## src/rtl/muldiv_pkg.sv

```systemverilog
// Shared definitions for the iterative multiply/divide unit beside EX:
// op encodings, sequencer states and the default operand width.
package muldiv_pkg;

  localparam int XLEN_DEF = 32;

  localparam logic [1:0] MD_MUL   = 2'b00;
  localparam logic [1:0] MD_MULHU = 2'b01;
  localparam logic [1:0] MD_DIVU  = 2'b10;
  localparam logic [1:0] MD_REMU  = 2'b11;

  typedef enum logic [1:0] {
    IDLE = 2'b00,
    RUN  = 2'b01,
    DONE = 2'b10
  } state_e;

endpackage

```

## src/rtl/muldiv_iter_dp.sv

```systemverilog
// One-bit-per-cycle datapath: shift-add multiply and restoring divide sharing
// the {hi,lo} register pair (hi = product high / remainder, lo = product low / quotient).
module muldiv_iter_dp
  import muldiv_pkg::*;
#(
  parameter int XLEN = XLEN_DEF
) (
  input  logic            clk,
  input  logic            rst,
  input  logic            load,
  input  logic            step,
  input  logic            is_div,
  input  logic [XLEN-1:0] rs1,
  input  logic [XLEN-1:0] rs2,
  output logic [XLEN-1:0] hi_nxt,
  output logic [XLEN-1:0] lo_nxt
);

  logic [XLEN-1:0] hi;
  logic [XLEN-1:0] lo;
  logic [XLEN-1:0] opb;

  logic [XLEN:0]   mul_sum;
  logic [XLEN:0]   div_sh;
  logic [XLEN:0]   div_trial;
  logic            div_neg;

  // Multiply keeps the adder carry as bit XLEN so it shifts into hi's MSB.
  assign mul_sum   = {1'b0, hi} + (lo[0] ? {1'b0, opb} : {(XLEN+1){1'b0}});

  // The remainder stays below the divisor, so an XLEN+1-bit trial carries a valid sign.
  assign div_sh    = {hi, lo[XLEN-1]};
  assign div_trial = div_sh - {1'b0, opb};
  assign div_neg   = div_trial[XLEN];

  always_comb begin
    hi_nxt = mul_sum[XLEN:1];
    lo_nxt = {mul_sum[0], lo[XLEN-1:1]};
    if (is_div) begin
      hi_nxt = div_neg ? div_sh[XLEN-1:0] : div_trial[XLEN-1:0];
      lo_nxt = {lo[XLEN-2:0], ~div_neg};
    end
  end

  always_ff @(posedge clk or posedge rst) begin
    if (rst) begin
      hi  <= '0;
      lo  <= '0;
      opb <= '0;
    end else if (load) begin
      hi  <= '0;
      lo  <= rs1;
      opb <= rs2;
    end else if (step) begin
      hi  <= hi_nxt;
      lo  <= lo_nxt;
    end
  end

endmodule

```

## src/rtl/muldiv_seq.sv

```systemverilog
// M-extension sequencer: accepts one op from ID/EX, stalls the pipeline for XLEN
// iterations and releases it in the cycle the registered result is valid.
module muldiv_seq
  import muldiv_pkg::*;
#(
  parameter int XLEN = XLEN_DEF
) (
  input  logic            clk,
  input  logic            rst,
  input  logic            start,
  input  logic [1:0]      op,
  input  logic [XLEN-1:0] rs1,
  input  logic [XLEN-1:0] rs2,
  input  logic            flush,
  output logic            stall,
  output logic            busy,
  output logic            done,
  output logic [XLEN-1:0] result
);

  localparam int CNT_W = $clog2(XLEN);

  state_e          state;
  logic [CNT_W-1:0] count;
  logic [1:0]      op_q;
  logic            accept;
  logic            step;
  logic            last;
  logic [XLEN-1:0] hi_nxt;
  logic [XLEN-1:0] lo_nxt;

  function automatic logic [XLEN-1:0] sel_result(input logic [1:0]      o,
                                                 input logic [XLEN-1:0] hi,
                                                 input logic [XLEN-1:0] lo);
    case (o)
      MD_MULHU, MD_REMU: sel_result = hi;
      default:           sel_result = lo;
    endcase
  endfunction

  assign accept = start & ~flush & (state != RUN);
  assign step   = (state == RUN) & ~flush;
  assign last   = (count == CNT_W'(XLEN - 1));
  // DONE with no new start leaves stall low, releasing the pipeline with the result.
  assign stall  = ~flush & ((start & (state != RUN)) | (state == RUN));

  muldiv_iter_dp #(.XLEN(XLEN)) u_dp (
    .clk    (clk),
    .rst    (rst),
    .load   (accept),
    .step   (step),
    .is_div (op_q[1]),
    .rs1    (rs1),
    .rs2    (rs2),
    .hi_nxt (hi_nxt),
    .lo_nxt (lo_nxt)
  );

  always_ff @(posedge clk or posedge rst) begin
    if (rst) begin
      state  <= IDLE;
      count  <= '0;
      op_q   <= MD_MUL;
      busy   <= 1'b0;
      done   <= 1'b0;
      result <= '0;
    end else if (flush) begin
      state  <= IDLE;
      busy   <= 1'b0;
      done   <= 1'b0;
    end else begin
      case (state)
        RUN: begin
          count <= count + 1'b1;
          if (last) begin
            state  <= DONE;
            busy   <= 1'b0;
            done   <= 1'b1;
            result <= sel_result(op_q, hi_nxt, lo_nxt);
          end
        end
        default: begin
          done <= 1'b0;
          if (start) begin
            state <= RUN;
            busy  <= 1'b1;
            op_q  <= op;
            count <= '0;
          end else begin
            state <= IDLE;
            busy  <= 1'b0;
          end
        end
      endcase
    end
  end

endmodule

```

## config.mk

```make
export PLATFORM = sky130hd
export DESIGN_NAME = muldiv_seq
export DESIGN_NICKNAME = d
export VERILOG_FILES = /design/src/rtl/muldiv_pkg.sv /design/src/rtl/muldiv_iter_dp.sv /design/src/rtl/muldiv_seq.sv
export SDC_FILE = /design/constraint.sdc
export NUM_CORES = 1
export LEC_CHECK = 0
export CAP_MARGIN = 20
export CORE_ASPECT_RATIO = 2
export CORE_MARGIN = 2
export CORE_UTILIZATION = 53
export CTS_BUF_LIST = sky130_fd_sc_hd__clkbuf_4 sky130_fd_sc_hd__clkbuf_8 sky130_fd_sc_hd__clkbuf_16
export CTS_CLUSTER_SIZE = 20
export DETAILED_ROUTE_END_ITERATION = 10
export PLACE_DENSITY = 0.88
export SYNTH_ARGS = -nofsm -noshare
export SYNTH_HDL_FRONTEND = slang
export SYNTH_SLANG_ARGS = --single-unit
```

## constraint.sdc

```tcl
create_clock -name clk -period 4.92 [get_ports clk]
set_clock_uncertainty 0.05 [all_clocks]
set_input_delay 1.476 -clock clk [delete_from_list [all_inputs] [get_ports clk]]
set_output_delay 1.476 -clock clk [all_outputs]
set_load 0.01 [all_outputs]
```

---- After elaboration in Yosys (flattened, before gate mapping) ----
Index checks and enable logic that the tools add are counted.
word-level totals
  input port bits ......................... 70
  logic and storage cells ................. 55
  flip-flop bits (word level) ............. 139
operators by class
  reduce and logical (&&, ||, !) cells .... 6
  equal/unequal tests ..................... 6
  bitwise gates (word level) .............. 9
  add/sub/neg operators ................... 3
  muxes and demuxes ....................... 22
operators by type and width
  operator               count
  $mux W32               9
  $add A32 B33 Y33       1
  $sub A33 B32 Y33       1
  $mux W5                2
  $mux W1                8
  $mux W2                3
  $reduce_and A3 Y1      2
  $add A5 B1 Y5 const B  1
  $and A1 B1 Y1          5
  $eq A5 B5 Y1 const B   1
  $eq A2 B1 Y1 const B   2
  $reduce_bool A2 Y1     2
  $ne A3 B3 Y1 const B   1
  $not A1 Y1             3
  $eq A2 B2 Y1 const B   1
  $ne A2 B1 Y1 const B   1
  $reduce_and A2 Y1      1
  $reduce_or A2 Y1       1
  $or A1 B1 Y1           1

---- Depth between registers and ports, before layout ----
Gate-level depths: netlist (run 1).
  depth in word-level cells ............... 5
  mapped depth ............................ 14
  gate-level depth less buffers ........... 12

---- Cells and area by module ----
From an unflattened synthesis (run 1), not the netlist that was laid out.
unflattened totals
  cells, all modules ...................... 1258
  area total of the unflattened synthesis .. 10779.1 um^2
by module, submodules not included
  module          sequential area each (um^2)  instances  area each (um^2)  cells an instance
  muldiv_iter_dp  2402.3                       1          8844.7            1084
  muldiv_seq      1026.0                       1          1934.4            174

---- Worst setup path before layout (run 1) ----
OpenSTA, ideal clock, no wires.
  kind .................................... input to output
  start point ............................. in start
  end point ............................... out stall
  arrival ................................. 2.310 ns
  cell stages on the path ................. 4
  slack ................................... 1.084 ns
  data required time ...................... 3.394 ns
  cells stage by stage .................... nor2b_1 > nor2_1 > clkbuf_1 > inv_1
on the way
  word-level cells in the longest chain between the ends .. 3
RTL lines
  item             line              source
  start, declared  muldiv_seq.sv:10  input logic start,
  $and A1 B1 Y1    muldiv_seq.sv:45  assign stall = ~flush & ((start & (state != RUN)) | (state == RUN));
  $or A1 B1 Y1     muldiv_seq.sv:45
  $and A1 B1 Y1    muldiv_seq.sv:45
  end, declared    muldiv_seq.sv:15  output logic stall,
No other way between the ends.

---- Worst setup path after layout (run 1) ----
  start point ............................. in flush
  end point ............................... out stall
on the way
  word-level cells in the longest chain between the ends .. 2
RTL lines
  item                  line              source
  start, declared       muldiv_seq.sv:14  input logic flush,
  $not A1 Y1 (no line)  -
  $and A1 B1 Y1         muldiv_seq.sv:45
No other way between the ends.

==> results of run 1 <==
==> kinds of logic (layout without fill, tap and decap cells) <==
kind of cell,Yosys count,after routing,share of synthesized area [%]
AO/OA/AOI/OAI,437,437,26.5
AND/OR/NAND/NOR,401,401,17.4
flip-flops,137,137,31.6
buffers and inverters,136,214,5.13
multiplexers,73,73,7.12
adder cells (fa/ha/maj),68,68,7.98
XOR/XNOR,52,52,4.20
==> cell type report <==
| class | instances | area, um^2 |
|---|---|---|
| tap | 266 | 333 |
| clock inverter | 14 | 139 |
| fill | 1686 | 7600 |
| clock buffer | 18 | 439 |
| multi-input combinational | 1031 | 6890 |
| sequential | 137 | 3430 |
| timing repair buffer | 125 | 1240 |
| inverter | 57 | 218 |
==> critical path, stage by stage <==
cell             delay, ns
clkdlybuf4s50_1       0.46
nor2b_1               0.34
nor2_4                0.05
inv_1                 0.09
clkdlybuf4s50_1       0.54
==> layout by cell type (no fill, tap or decap), types with 11 or more instances in the layout <==
master / count
xor2_1: 26
nor2_1: 55
clkdlybuf4s50_1: 104
o21ai_0: 140
nand3_1: 25
mux2_2: 34
o21a_1: 13
nand2_1: 170
o221ai_1: 22
a31oi_1: 21
clkbuf_16: 17
a21o_1: 23
o211ai_1: 22
dfrtp_1: 136
mux2i_1: 39
nor2b_1: 11
and2_1: 51
inv_1: 54
nand4_1: 19
nor3_1: 28
ha_1: 66
a21oi_1: 70
buf_4: 17
xnor2_1: 26
a211oi_1: 18
==> worst paths after layout <==
kind	from	to	slack (ns)	cells after the start
max	flush	stall	0.43	5
min	count[3]$_DFFE_PP0P_	count[3]$_DFFE_PP0P_	0.47	1
max reg2reg	u_dp.lo[0]$_DFFE_PP0P_	u_dp.hi[25]$_DFFE_PP0P_	0.88	13
min reg2reg	count[3]$_DFFE_PP0P_	count[3]$_DFFE_PP0P_	0.47	1
max in group asynchronous	rst	u_dp.lo[6]$_DFFE_PP0P_	2.80	4
min in group asynchronous	rst	u_dp.opb[26]$_DFFE_PP0P_	1.22	2
==> sequential cells by signal, indices dropped and copies added (netlist names) <==
name / count
u_dp.hi: 32
op_q: 2
done: 1
state: 1
result: 32
count: 5
u_dp.lo: 32
u_dp.opb: 32
==> through the flow <==
step                      instances  power (mW)  hold WS, ns
after floorplan                1304        4.22        0.399
after global placement         1614        5.11        0.418
after detailed placement       1614        5.18        0.444
after CTS                      1646        6.49        0.466
after global routing           1648        6.99        0.507
final                          1648        6.59        0.474
==> report_power, final <==
group	switching, mW	internal [mW]	leakage [nW]
logic	2.21	1.37	3.58
registers	0.355	1.38	1.78
clock network	0.560	0.720	0.288
total	3.12	3.46	5.65
==> metal layers <==
metal,routed length [um],share of wire [%]
met1,12500,36
met2,17000,49
met3,2120,6.1
met4,3100,8.9
met5,0,0
==> results by group, run 1 <==
Logic synthesis
  • Area contributors post-synth: dfrtp_1, ha_1, o21ai_0
  • Ys Warns: 0
  • Post-synthesis net count: about 1,400
  • Syn Area/Cell: around 8.3 um^2
  • EDFF count, synth: 0
  • Seq cells post-synth: 137
  • Yosys cell types: 75
  • Post-Syn Instances: 1,304
  • Dominant cell by count in the synthesized netlist: nand2_1
  • Mapped Area: 0.0109 mm^2
  • Post-synth ARST share: 100%
  • Cell taking the most area after synthesis: dfrtp_1
  • Area fraction of the dominant cell type after synthesis: 31.6%
  • Synth top cells by count: nand2_1, o21ai_0, dfrtp_1
  • Synth Flop Type: dfrtp_1
  • Sequential share of the synthesized area: between 30% and 40%

Global routing
  • Grt met2 use: 55.1%
  • Most Crowded Layer GR: met2
  • Met1 usage: 35.2%
  • Gr usage total: 32.3%
  • M3 GR Usage: 5.01%
  • Vias in the first global route: 10,700
  • Largest net degree at the start of global routing: between 90 and 100
  • Antenna violations before repair: 0
  • First-pass GRT wire length: 55.0 mm
  • Total gr overflow: 0

Timing
  • Fin worst setup slack: 0.427 ns
  • Fin. Hold Viols: 0
  • Min Tclk post-route: 4.49 ns
  • Setup_tns: 0 ns
  • Max-slew violations: 0
  • F_max: 223 MHz
  • Actual slew at the worst max-slew pin: 1.02 ns
  • Fin crit share: 91.3%
  • Rel. slew slack: between 30% and 40%
  • RSZ-0062 raised after global routing: false
  • Final setup viols: 0

CTS
  • CTS HTree Levels: 4
  • Clk pin slew, worst setup/hold paths: 0.06 ns
  • CTS max path bufs: 2
  • Clk_lat worst skew: 0.44 ns
  • CTS Hold Buffers Added: 0
  • CTS resizes: 0
  • Root Driver: clkbuf_16
  • Clk sinks: approximately 140
  • # Post-CTS Setup Buffers: 0
  • TritonCTS clock tree: done
  • TritonCTS buffer count: 17

Routing
  • Pre-Repair DR Iteration Count: 7
  • Routed Antenna Nets: 0
  • Vias/cell: about 6.5
  • Drc violations: 0
  • 1st-iter DRT viols: about 1,100
  • DR vias: 10,800
  • Final WL: between 30 and 40 mm
  • WL/cell: 21.1 um

Placement
  • Pre-CTS setup slack: 0.428 ns
  • Post-DP Area: 0.0121 mm^2
  • RePlAce Congestion: 0.988
  • Port bufs: approximately 100
  • Hpwl dp: 25.7 mm

Critical path
  • Arrival time of the worst setup path: 2.97 ns
  • Startpoint types: input pin
  • Crit-path max FO: 4
  • Crit Path Category: input pin to output pin
  • Crit. End Element: output pin
  • Req. time, crit path: 3.39 ns

Floorplanning
  • Row cnt: 74
  • Initial core utilization: a little over half
  • Die Ht: 206 um
  • Die width: roughly 110 um
  • Die area: 0.0217 mm^2
  • I/O pin total: between 100 and 150
  • CORE AREA: 0.0203 mm^2

Cells and area
  • Finished Cell Area: roughly 0.013 mm^2
  • Layout area overhead: 16.8%
  • Post-layout net count: 1,507
  • Antenna diode count: 0
  • Util after Layout: 62.5%
  • Share of post-route cells with drive strength above 1: 8.68%

Job
  • Max_cap viols: 0

Pwr
  • PD cells: between 500 and 600 mW/mm^2
  • Static leakage: 5.65 nW
  • VDD IR max: approximately 0.00032 V

Worst hold path
  • Tightest Hold Check Type: flop to flop

Outcome
  • Outcome: finished clean
Note: power is estimated with default switching activity, not from simulation.
==> run 2, diff against run 1 <==
--- a/config.mk
+++ b/config.mk
@@ -13,6 +13,7 @@
 export CTS_CLUSTER_SIZE = 20
 export DETAILED_ROUTE_END_ITERATION = 10
 export PLACE_DENSITY = 0.88
+export SLEW_MARGIN = 20
 export SYNTH_ARGS = -nofsm -noshare
 export SYNTH_HDL_FRONTEND = slang
 export SYNTH_SLANG_ARGS = --single-unit
==> results by group, run 2 (synthesis gave the netlist of run 1 again) <==
Outcome
  • Outcome: finished clean

Worst hold path
  • HP Start: count[3]$_DFFE_PP0P_
  • Tightest Hold Check Type: flop to flop

Routing
  • DRT met1 WL: 12.5 mm (-0.11%)
  • Wire length on met3: 2.17 mm (+2.1%)
  • Met2 WL post-DR: 17.0 mm (about the same)
  • Final WL: 34.8 mm (+0.17%)
  • Drc violations: 0 (unchanged)
  • WL/cell: 21.1 um (+0.23%)
  • 1st-iter DRT viols: 1,271 (+15%)
  • Routed Antenna Nets: 0 (unchanged)
  • Vias/cell: 6.56 (+0.21%)
  • DR vias: 10,800 (+0.15%)
  • Pre-Repair DR Iteration Count: 7 (unchanged)
  • Max layer used: met4

Timing
  • Rel. slew slack: 32.0% (about the same)
  • Final setup viols: 0 (unchanged)
  • F_max: 223 MHz (about the same)
  • Setup_tns: 0 ns (unchanged)
  • Fin worst setup slack: 0.427 ns (+0.0000790 ns)
  • Fin. Hold Viols: 0 (unchanged)
  • Max-slew violations: 0 (unchanged)
  • Min Hold Slack: 0.472 ns (-0.00216 ns)
  • Actual slew at the worst max-slew pin: 1.02 ns (+0.000277 ns)
  • RSZ-0062 raised after global routing: false
  • Fin crit share: 91.3% (about the same)
  • Min Tclk post-route: 4.49 ns (-0.0000790 ns)

Critical path
  • R2R cell count: 13 (unchanged)
  • Startpoint types: input pin
  • Crit path from: flush
  • Worst r2r dst: result[31]$_DFFE_PP0P_
  • Worst R2R Start: u_dp.lo[0]$_DFFE_PP0P_
  • Crit Path Category: input pin to output pin
  • Crit-path max FO: 4 (unchanged)
  • Critical Path Sink: stall
  • Req. time, crit path: 3.39 ns (about the same)
  • R2R setup slack: 0.81 ns (-0.07 ns)
  • Crit. End Element: output pin
  • Arrival time of the worst setup path: 2.97 ns (about the same)

Cells and area
  • Share of post-route cells with drive strength above 1: 8.69% (about the same)
  • Most frequent cells in the layout: nand2_1, o21ai_0, dfrtp_1
  • Multi-input gate area: 0.00689 mm^2 (about the same)
  • Layout area overhead: 16.8% (about the same)
  • Finished Cell Area: 0.0127 mm^2 (about the same)
  • Util after Layout: 62.5% (about the same)
  • Seq. cell area: 0.00343 mm^2 (unchanged)
  • Antenna diode count: 0 (unchanged)
  • Post-layout net count: 1,506 (-0.066%)
  • # fillers: 1,688 (+0.12%)
  • Most common cell after layout, fill and taps aside: nand2_1

CTS
  • Clk_lat worst skew: 0.45 ns (about the same)
  • # Post-CTS Setup Buffers: 0 (unchanged)
  • Clk pin slew, worst setup/hold paths: 0.06 ns (about the same)
  • CTS HTree Levels: 4 (unchanged)
  • CTS Hold Buffers Added: 0 (unchanged)
  • TritonCTS clock tree: done
  • Root Driver: clkbuf_16
  • CTS max path bufs: 2 (unchanged)
  • Clk sinks: 137 (unchanged)
  • CTS resizes: 0 (unchanged)
  • TritonCTS buffer count: 17 (unchanged)

Global routing
  • Gr usage total: 32.3% (unchanged)
  • Antenna violations before repair: 0 (unchanged)
  • Total gr overflow: 0 (unchanged)
  • Largest net degree at the start of global routing: 98 (unchanged)
  • First-pass GRT wire length: 55.0 mm (unchanged)
  • Vias in the first global route: 10,700 (unchanged)

Floorplanning
  • I/O pin total: 105 (unchanged)
  • CORE AREA: 0.0203 mm^2 (unchanged)
  • Initial core utilization: 53.5% (unchanged)
  • Die Ht: 206 um (unchanged)
  • Die area: 0.0217 mm^2 (unchanged)
  • Die width: 105 um (unchanged)
  • Row cnt: 74 (unchanged)

Placement
  • Port bufs: 104 (unchanged)
  • RePlAce Congestion: 0.988 (unchanged)
  • Pre-CTS setup slack: 0.428 ns (unchanged)
  • Post-DP Area: 0.0121 mm^2 (unchanged)
  • Hpwl dp: 25.7 mm (unchanged)

Pwr
  • Static leakage: 5.64 nW (about the same)
  • VDD IR max: 0.000319 V (+0.34%)
  • PD cells: 521 mW/mm^2 (+0.25%)

Job
  • Max_cap viols: 0 (unchanged)
-- run 2: cell type report --
type / instances / area share [%]
Clock buffer: 18 / 3.46
Clock inverter: 14 / 1.10
Inverter: 57 / 1.72
Multi-Input combinational cell: 1031 / 54.4
Sequential cell: 137 / 27.1
Tap cell: 266 / 2.63
Timing Repair Buffer: 124 / 9.69
-- run 2: worst max-delay path, cell delays in order --
cell and delay (ns):
clkdlybuf4s50_1 0.46, nor2b_1 0.34, nor2_4 0.05, inv_1 0.09, clkdlybuf4s50_1 0.54
-- run 2: worst min path at each step --
stage,endpoint,cells after the start
floorplan,count[3]$_DFFE_PP0P_,1
global placement,count[3]$_DFFE_PP0P_,1
detailed placement,count[4]$_DFFE_PP0P_,1
CTS,count[4]$_DFFE_PP0P_,1
global route,count[4]$_DFFE_PP0P_,1
finish,count[3]$_DFFE_PP0P_,1
-- run 2: routing by layer --
| layer | global-route usage (%) | up-vias |
|---|---|---|
| met5 | 0 | - |
| met4 | 25.7 | 0 |
| met3 | 5.01 | 181 |
| met2 | 55.1 | 586 |
| met1 | 35.2 | 5111 |
| li1 | - | 4921 |
-- run 2: metrics by stage --
stage | cells | total power [mW]
floorplan | 1304 | 4.22
global placement | 1614 | 5.11
detailed placement | 1614 | 5.18
CTS | 1646 | 6.49
global route | 1647 | 6.99
finish | 1647 | 6.60
-- run 2: power by group --
part | internal [mW] | total [mW] | switching (mW)
clock | 0.720 | 1.28 | 0.563
combinational | 1.37 | 3.58 | 2.22
sequential | 1.38 | 1.73 | 0.357
==> run 3, diff against run 2 <==
--- a/config.mk
+++ b/config.mk
@@ -16,4 +16,5 @@
 export SLEW_MARGIN = 20
 export SYNTH_ARGS = -nofsm -noshare
 export SYNTH_HDL_FRONTEND = slang
+export SYNTH_HIERARCHICAL = 1
 export SYNTH_SLANG_ARGS = --single-unit
==> results by group, run 3 <==
CTS
  • Clk pin slew, worst setup/hold paths: 0.06 ns (about the same)
  • TritonCTS buffer count: 17 (unchanged)
  • CTS resizes: 0 (unchanged)
  • Clk sinks: 137 (unchanged)
  • Root Driver: clkbuf_16
  • CTS Hold Buffers Added: 0 (unchanged)
  • TritonCTS clock tree: done
  • Clk_lat worst skew: 0.44 ns (about the same)
  • CTS HTree Levels: 4 (unchanged)
  • # Post-CTS Setup Buffers: 0 (unchanged)
  • CTS max path bufs: 2 (unchanged)

Cells and area
  • Post-layout net count: 1,466 (-2.7%)
  • Antenna diode count: 0 (unchanged)
  • Util after Layout: 63.4% (+0.86 points)
  • Most frequent cells in the layout: dfrtp_1, nand2_1, nor2_1
  • # fillers: 1,709 (+1.2%)
  • Share of post-route cells with drive strength above 1: 9.03% (+0.34 points)
  • Layout area overhead: 17.1%
  • Most common cell after layout, fill and taps aside: dfrtp_1

Critical path
  • Crit. End Element: output pin
  • Arrival time of the worst setup path: 2.85 ns (-0.12 ns)
  • Most frequent CP cell: clkdlybuf4s50_1
  • R2R setup slack: 0.79 ns (-0.02 ns)
  • Crit-path max cell delay: 0.53 ns (about the same)
  • Worst r2r dst: result[30]$_DFFE_PP0P_
  • Worst R2R Start: u_dp/lo[0]$_DFFE_PP0P_
  • CP Cell Sequence: clkdlybuf4s50_1, o21bai_1, inv_1, clkdlybuf4s50_1
  • Req. time, crit path: 3.39 ns (about the same)
  • R2R cell count: 14 (+1)
  • Startpoint types: input pin
  • Crit Path Category: input pin to output pin
  • Crit-path max FO: 6 (+2)
  • CP max stage cell: clkdlybuf4s50_1

Pwr
  • Static leakage: 5.73 nW (+1.6%)
  • PD cells: 599 mW/mm^2 (+15%)
  • Total Power: 7.56 mW (+14%)
  • VDD IR max: 0.000344 V (+7.9%)

Placement
  • RePlAce Congestion: 1.09 (+9.9%)
  • Port bufs: 104 (unchanged)
  • Hpwl dp: 22.9 mm (-11%)
  • Pre-CTS setup slack: 0.534 ns (+0.106 ns)

Routing
  • Vias/cell: 6.22 (-5.1%)
  • 1st-iter DRT viols: 736 (-42%)
  • Routed Antenna Nets: 0 (unchanged)
  • Drc violations: 0 (unchanged)
  • Pre-Repair DR Iteration Count: 5 (-2)
  • WL/cell: 19.6 um (-7.0%)
  • Final WL: 31.5 mm (-9.5%)
  • DR vias: 9,971 (-7.7%)

Timing
  • Actual slew at the worst max-slew pin: 1.04 ns (+0.0160 ns)
  • Fin worst setup slack: 0.546 ns (+0.118 ns)
  • Fin. Hold Viols: 0 (unchanged)
  • Rel. slew slack: 31.0% (-1.1 points)
  • RSZ-0062 raised after global routing: false
  • F_max: 229 MHz (+2.7%)
  • Min Hold Slack: 0.481 ns (+0.00832 ns)
  • Min Tclk post-route: 4.37 ns (-0.118 ns)
  • Setup_tns: 0 ns (unchanged)
  • Max-slew violations: 0 (unchanged)
  • Final setup viols: 0 (unchanged)
  • Fin crit share: 88.9% (-2.4 points)

Logic synthesis
  • Ys Warns: 6 (+6)
  • Syn Area/Cell: 8.57 um^2 (+2.9%)
  • Post-Syn Instances: 1,258 (-3.5%)
  • Cell taking the most area after synthesis: dfrtp_1
  • Synth top cells by count: dfrtp_1, nand2_1, nor2_1
  • Yosys cell types: 76 (+1.3%)
  • Synth Flop Type: dfrtp_1
  • EDFF count, synth: 0 (unchanged)
  • Dominant cell by count in the synthesized netlist: dfrtp_1
  • Sequential share of the synthesized area: 31.8% (+0.22 points)
  • Seq cells post-synth: 137 (unchanged)
  • Area contributors post-synth: dfrtp_1, ha_1, mux2i_1
  • Area fraction of the dominant cell type after synthesis: 31.8% (+0.22 points)
  • Mapped Area: 0.0108 mm^2 (-0.69%)
  • Post-synthesis net count: 1,396 (-3.2%)
  • Post-synth ARST share: 100% (unchanged)

Floorplanning
  • Initial core utilization: 54.1% (+0.61 points)
  • Row cnt: 73 (-1.4%)
  • I/O pin total: 105 (unchanged)
  • Die Ht: 206 um (-0.34%)
  • Die width: 105 um (-0.33%)
  • Die area: 0.0216 mm^2 (-0.67%)
  • CORE AREA: 0.0199 mm^2 (-1.8%)

Outcome
  • Outcome: finished clean

Global routing
  • Total gr overflow: 0 (unchanged)
  • Antenna violations before repair: 0 (unchanged)
  • Vias in the first global route: 10,100 (-5.7%)
  • Gr usage total: 29.6% (-2.7 points)
  • Largest net degree at the start of global routing: 94 (-4.1%)
  • First-pass GRT wire length: 50.3 mm (-8.5%)

Worst hold path
  • Hold depth: 2 (+1)
  • HP Start: result[16]$_DFFE_PP0P_
  • Hold path endpoint: result[16]$_DFFE_PP0P_
  • Tightest Hold Check Type: flop to flop

Job
  • Max_cap viols: 0 (unchanged)
==> run 3: cell types whose count changed in the layout (fill, tap and decap cells not counted), moves of 10 or more <==
| cell | previous run | this run |
|---|---|---|
| o221ai_1 | 22 | 1 |
| a21oi_1 | 70 | 90 |
| nor2_1 | 55 | 106 |
| o21ai_0 | 140 | 102 |
| and2_1 | 51 | 37 |
| o211ai_1 | 22 | 8 |
| nand4_1 | 19 | 9 |
| nand2_1 | 170 | 133 |
| nand3_1 | 25 | 15 |
| mux2i_1 | 39 | 76 |
==> run 3: through the flow <==
stage               std cells  cell area (um^2)
floorplan                1258             10800
global placement         1571             12000
detailed placement       1571             12000
CTS                      1602             12600
global route             1602             12600
finish                   1602             12600
==> run 3: cell families after synthesis <==
group | after synthesis | share of synthesized area [%]
AO/OA/AOI/OAI | 381 | 23.3
XOR/XNOR | 52 | 4.23
adder cells (fa/ha/maj) | 68 | 8.03
buffers and inverters | 123 | 4.78
flip-flops | 137 | 31.8
multiplexers | 118 | 11.5
AND/OR/NAND/NOR | 379 | 16.3
==> run 3: layout make-up <==
type,count,area [um^2],area share (%)
clock inverter,9,138,1.09
multi-input combinational,998,6840,54.2
timing repair buffer,121,1190,9.46
sequential,137,3430,27.2
inverter,53,201,1.60
clock buffer,22,488,3.87
tap,262,328,2.60
==> run 3: report_power, final <==
part,switching (mW),internal [mW],total [mW],leakage (nW)
Clock,0.510,0.856,1.37,0.295
Combinational,2.67,1.85,4.52,3.68
Sequential,0.295,1.37,1.67,1.76
Total,3.47,4.08,7.56,5.73
==> run 3: worst max-delay path: cells and delay by family <==
family / cells / cell delay [ns]
AO/OA/AOI/OAI: 1 / 0.27
buffers and inverters: 3 / 1.10
==> run 3: worst max path at each step <==
| stage | startpoint | endpoint | slack (ns) | depth (start not counted) |
|---|---|---|---|---|
| after detailed placement | flush | stall | 0.53 | 4 |
| after global routing | flush | stall | 0.44 | 4 |
| after global placement | start | stall | 0.60 | 4 |
| final | flush | stall | 0.55 | 4 |
| after floorplan | rst | u_dp/hi[0]$_DFFE_PP0P_ | 0.89 | 1 |
| after CTS | flush | stall | 0.54 | 4 |
==> run 3: metal layers <==
metal / share of wire, % / vias to the layer above / track usage (%)
li1: - / 4671 / -
met1: 38 / 4712 / 33.2
met2: 50 / 455 / 51.3
met3: 5.4 / 133 / 5.13
met4: 6.4 / 0 / 19.1
met5: 0 / - / 0
==> edit: new RTL, settings of run 2 <==
Re-encode `state_e` (3 states) as one-hot, 3 bits wide.
--- a/src/rtl/muldiv_pkg.sv
+++ b/src/rtl/muldiv_pkg.sv
@@ -9,10 +9,10 @@
   localparam logic [1:0] MD_DIVU  = 2'b10;
   localparam logic [1:0] MD_REMU  = 2'b11;
 
-  typedef enum logic [1:0] {
-    IDLE = 2'b00,
-    RUN  = 2'b01,
-    DONE = 2'b10
+  typedef enum logic [2:0] {
+    IDLE = 3'b001,
+    RUN  = 3'b010,
+    DONE = 3'b100
   } state_e;
 
 endpackage
Function: no difference found for any inputs over 10 cycles, from zero or initial values and one cycle with rst high; not proved beyond that.
==> edit against run 2 <==
Design area down 0.18%; non-clock buffer count down 2; worst setup slack better by 0.026 ns; worst hold slack worse by 0.021 ns; core utilization down 0.11 points; via count down 2.8%; routed wire length down 2.0%; first-iteration DRC count down 34%; register-to-register slack worse by 0.03 ns; sequential cell count up 1; synthesized area up 0.16%; largest cell class unchanged.
Power is not compared: it rests on default switching activity, and its combinational part moved more than twofold at a synthesized area within 25%.
==> edit: results (changes against run 2) <==
drtPass1Iterations: 5  # was 7
drive_above_1_share_pct: 6.85  # was 8.69%
yosysSeqAreaShare_pct: 31.8  # was 31.6%
synth_cell_types: 78  # was 75
num-clock-buffers: 17  # was 18
dr_wl_met3_mm: 2.30  # was 2.17 mm
layout.area.seq_um2: 3460  # was 3430 um^2
m1WireLength_mm: 12.7  # was 12.5 mm
fin_area_um2: 12700  # about the same
hpwl_mm: 24.9  # was 25.7 mm
cp.arrival_ns: 2.94  # was 2.97 ns
placed_cells: 1636  # was 1614
grt_pass1_wl_mm: 53.7  # was 55.0 mm
syn-instance-count: 1335  # was 1304
drtIter0Drc: 842  # was 1271
vias_per_cell: 6.29  # was 6.56
syn_nets: 1473  # was 1442
nonClkBufAreaFrac_pct: 9.49  # was 9.69%
slew-limit-headroom_pct: 31.3  # was 32.0%
place_ws_ns: 0.450  # was 0.428 ns
antenna_found_initial: 0  # unchanged
grt_use_total_pct: 31.6  # was 32.3%
ys_seq_elements: 138  # was 137
grt_pass1_vias: 10200  # was 10700
dpl-instance-area_um2: 12100  # about the same
buffers: 122  # was 124
clk_share_pct: 4.65  # was 4.56%
grt_max_degree: 100  # was 98
inv_count: 63  # was 57
outcome: "finished, final reports clean"  # unchanged
fillCellCount: 1724  # was 1688
wl_met2_mm: 16.9  # was 17.0 mm
drt-wirelength-per-cell_um: 20.4  # was 21.1 um
place_congestion: 0.957  # was 0.988
[edit: cell count changes after synthesis, moves of 11 or more]
cell,change
clkbuf_1,+15
a21oi_1,+37
o211ai_1,-11
mux2_2,-27
mux2i_1,+14
and2_1,-14
nor3_1,-15
nand2_1,+14
nor2_1,+32
[edit: logic make-up (layout without fill, tap and decap cells)]
logic type	count (synthesis)	after routing	synth area share [%]
AOI/OAI and AO/OA	430	430	25.0
and+or+nand+nor	427	427	18.2
buffers and inverters	150	217	5.50
DFF	138	138	31.8
adders and majority gates	68	68	7.96
muxes	68	68	7.19
xor gates and xnor gates	54	54	4.35
[edit: layer usage]
metal	track usage (%)	up-vias
li1	-	4897
met1	37.1	4919
met2	53.5	531
met3	5.05	149
met4	20.5	0
met5	0	-
[edit: worst paths after layout]
| check | start | endpoint | slack [ns] | cells after the start |
|---|---|---|---|---|
| setup / recovery | flush | stall | 0.45 | 5 |
| hold / removal | u_dp.lo[26]$_DFFE_PP0P_ | u_dp.lo[26]$_DFFE_PP0P_ | 0.45 | 2 |
| setup reg to reg | u_dp.lo[0]$_DFFE_PP0P_ | result[15]$_DFFE_PP0P_ | 0.78 | 12 |
| hold reg to reg | u_dp.lo[26]$_DFFE_PP0P_ | u_dp.lo[26]$_DFFE_PP0P_ | 0.45 | 2 |
| max in group asynchronous | rst | op_q[1]$_DFFE_PP0P_ | 2.87 | 3 |
| min in group asynchronous | rst | u_dp.opb[8]$_DFFE_PP0P_ | 1.24 | 2 |
[edit: critical path: cells and delay by family]
family,cells,cell delay (ns)
simple gates,2,0.35
buf+inv,3,1.11
[edit: power breakdown]
group	internal, uW	switching, uW
registers	1250	128
logic	475	728
clock network	755	580
total	2480	1440
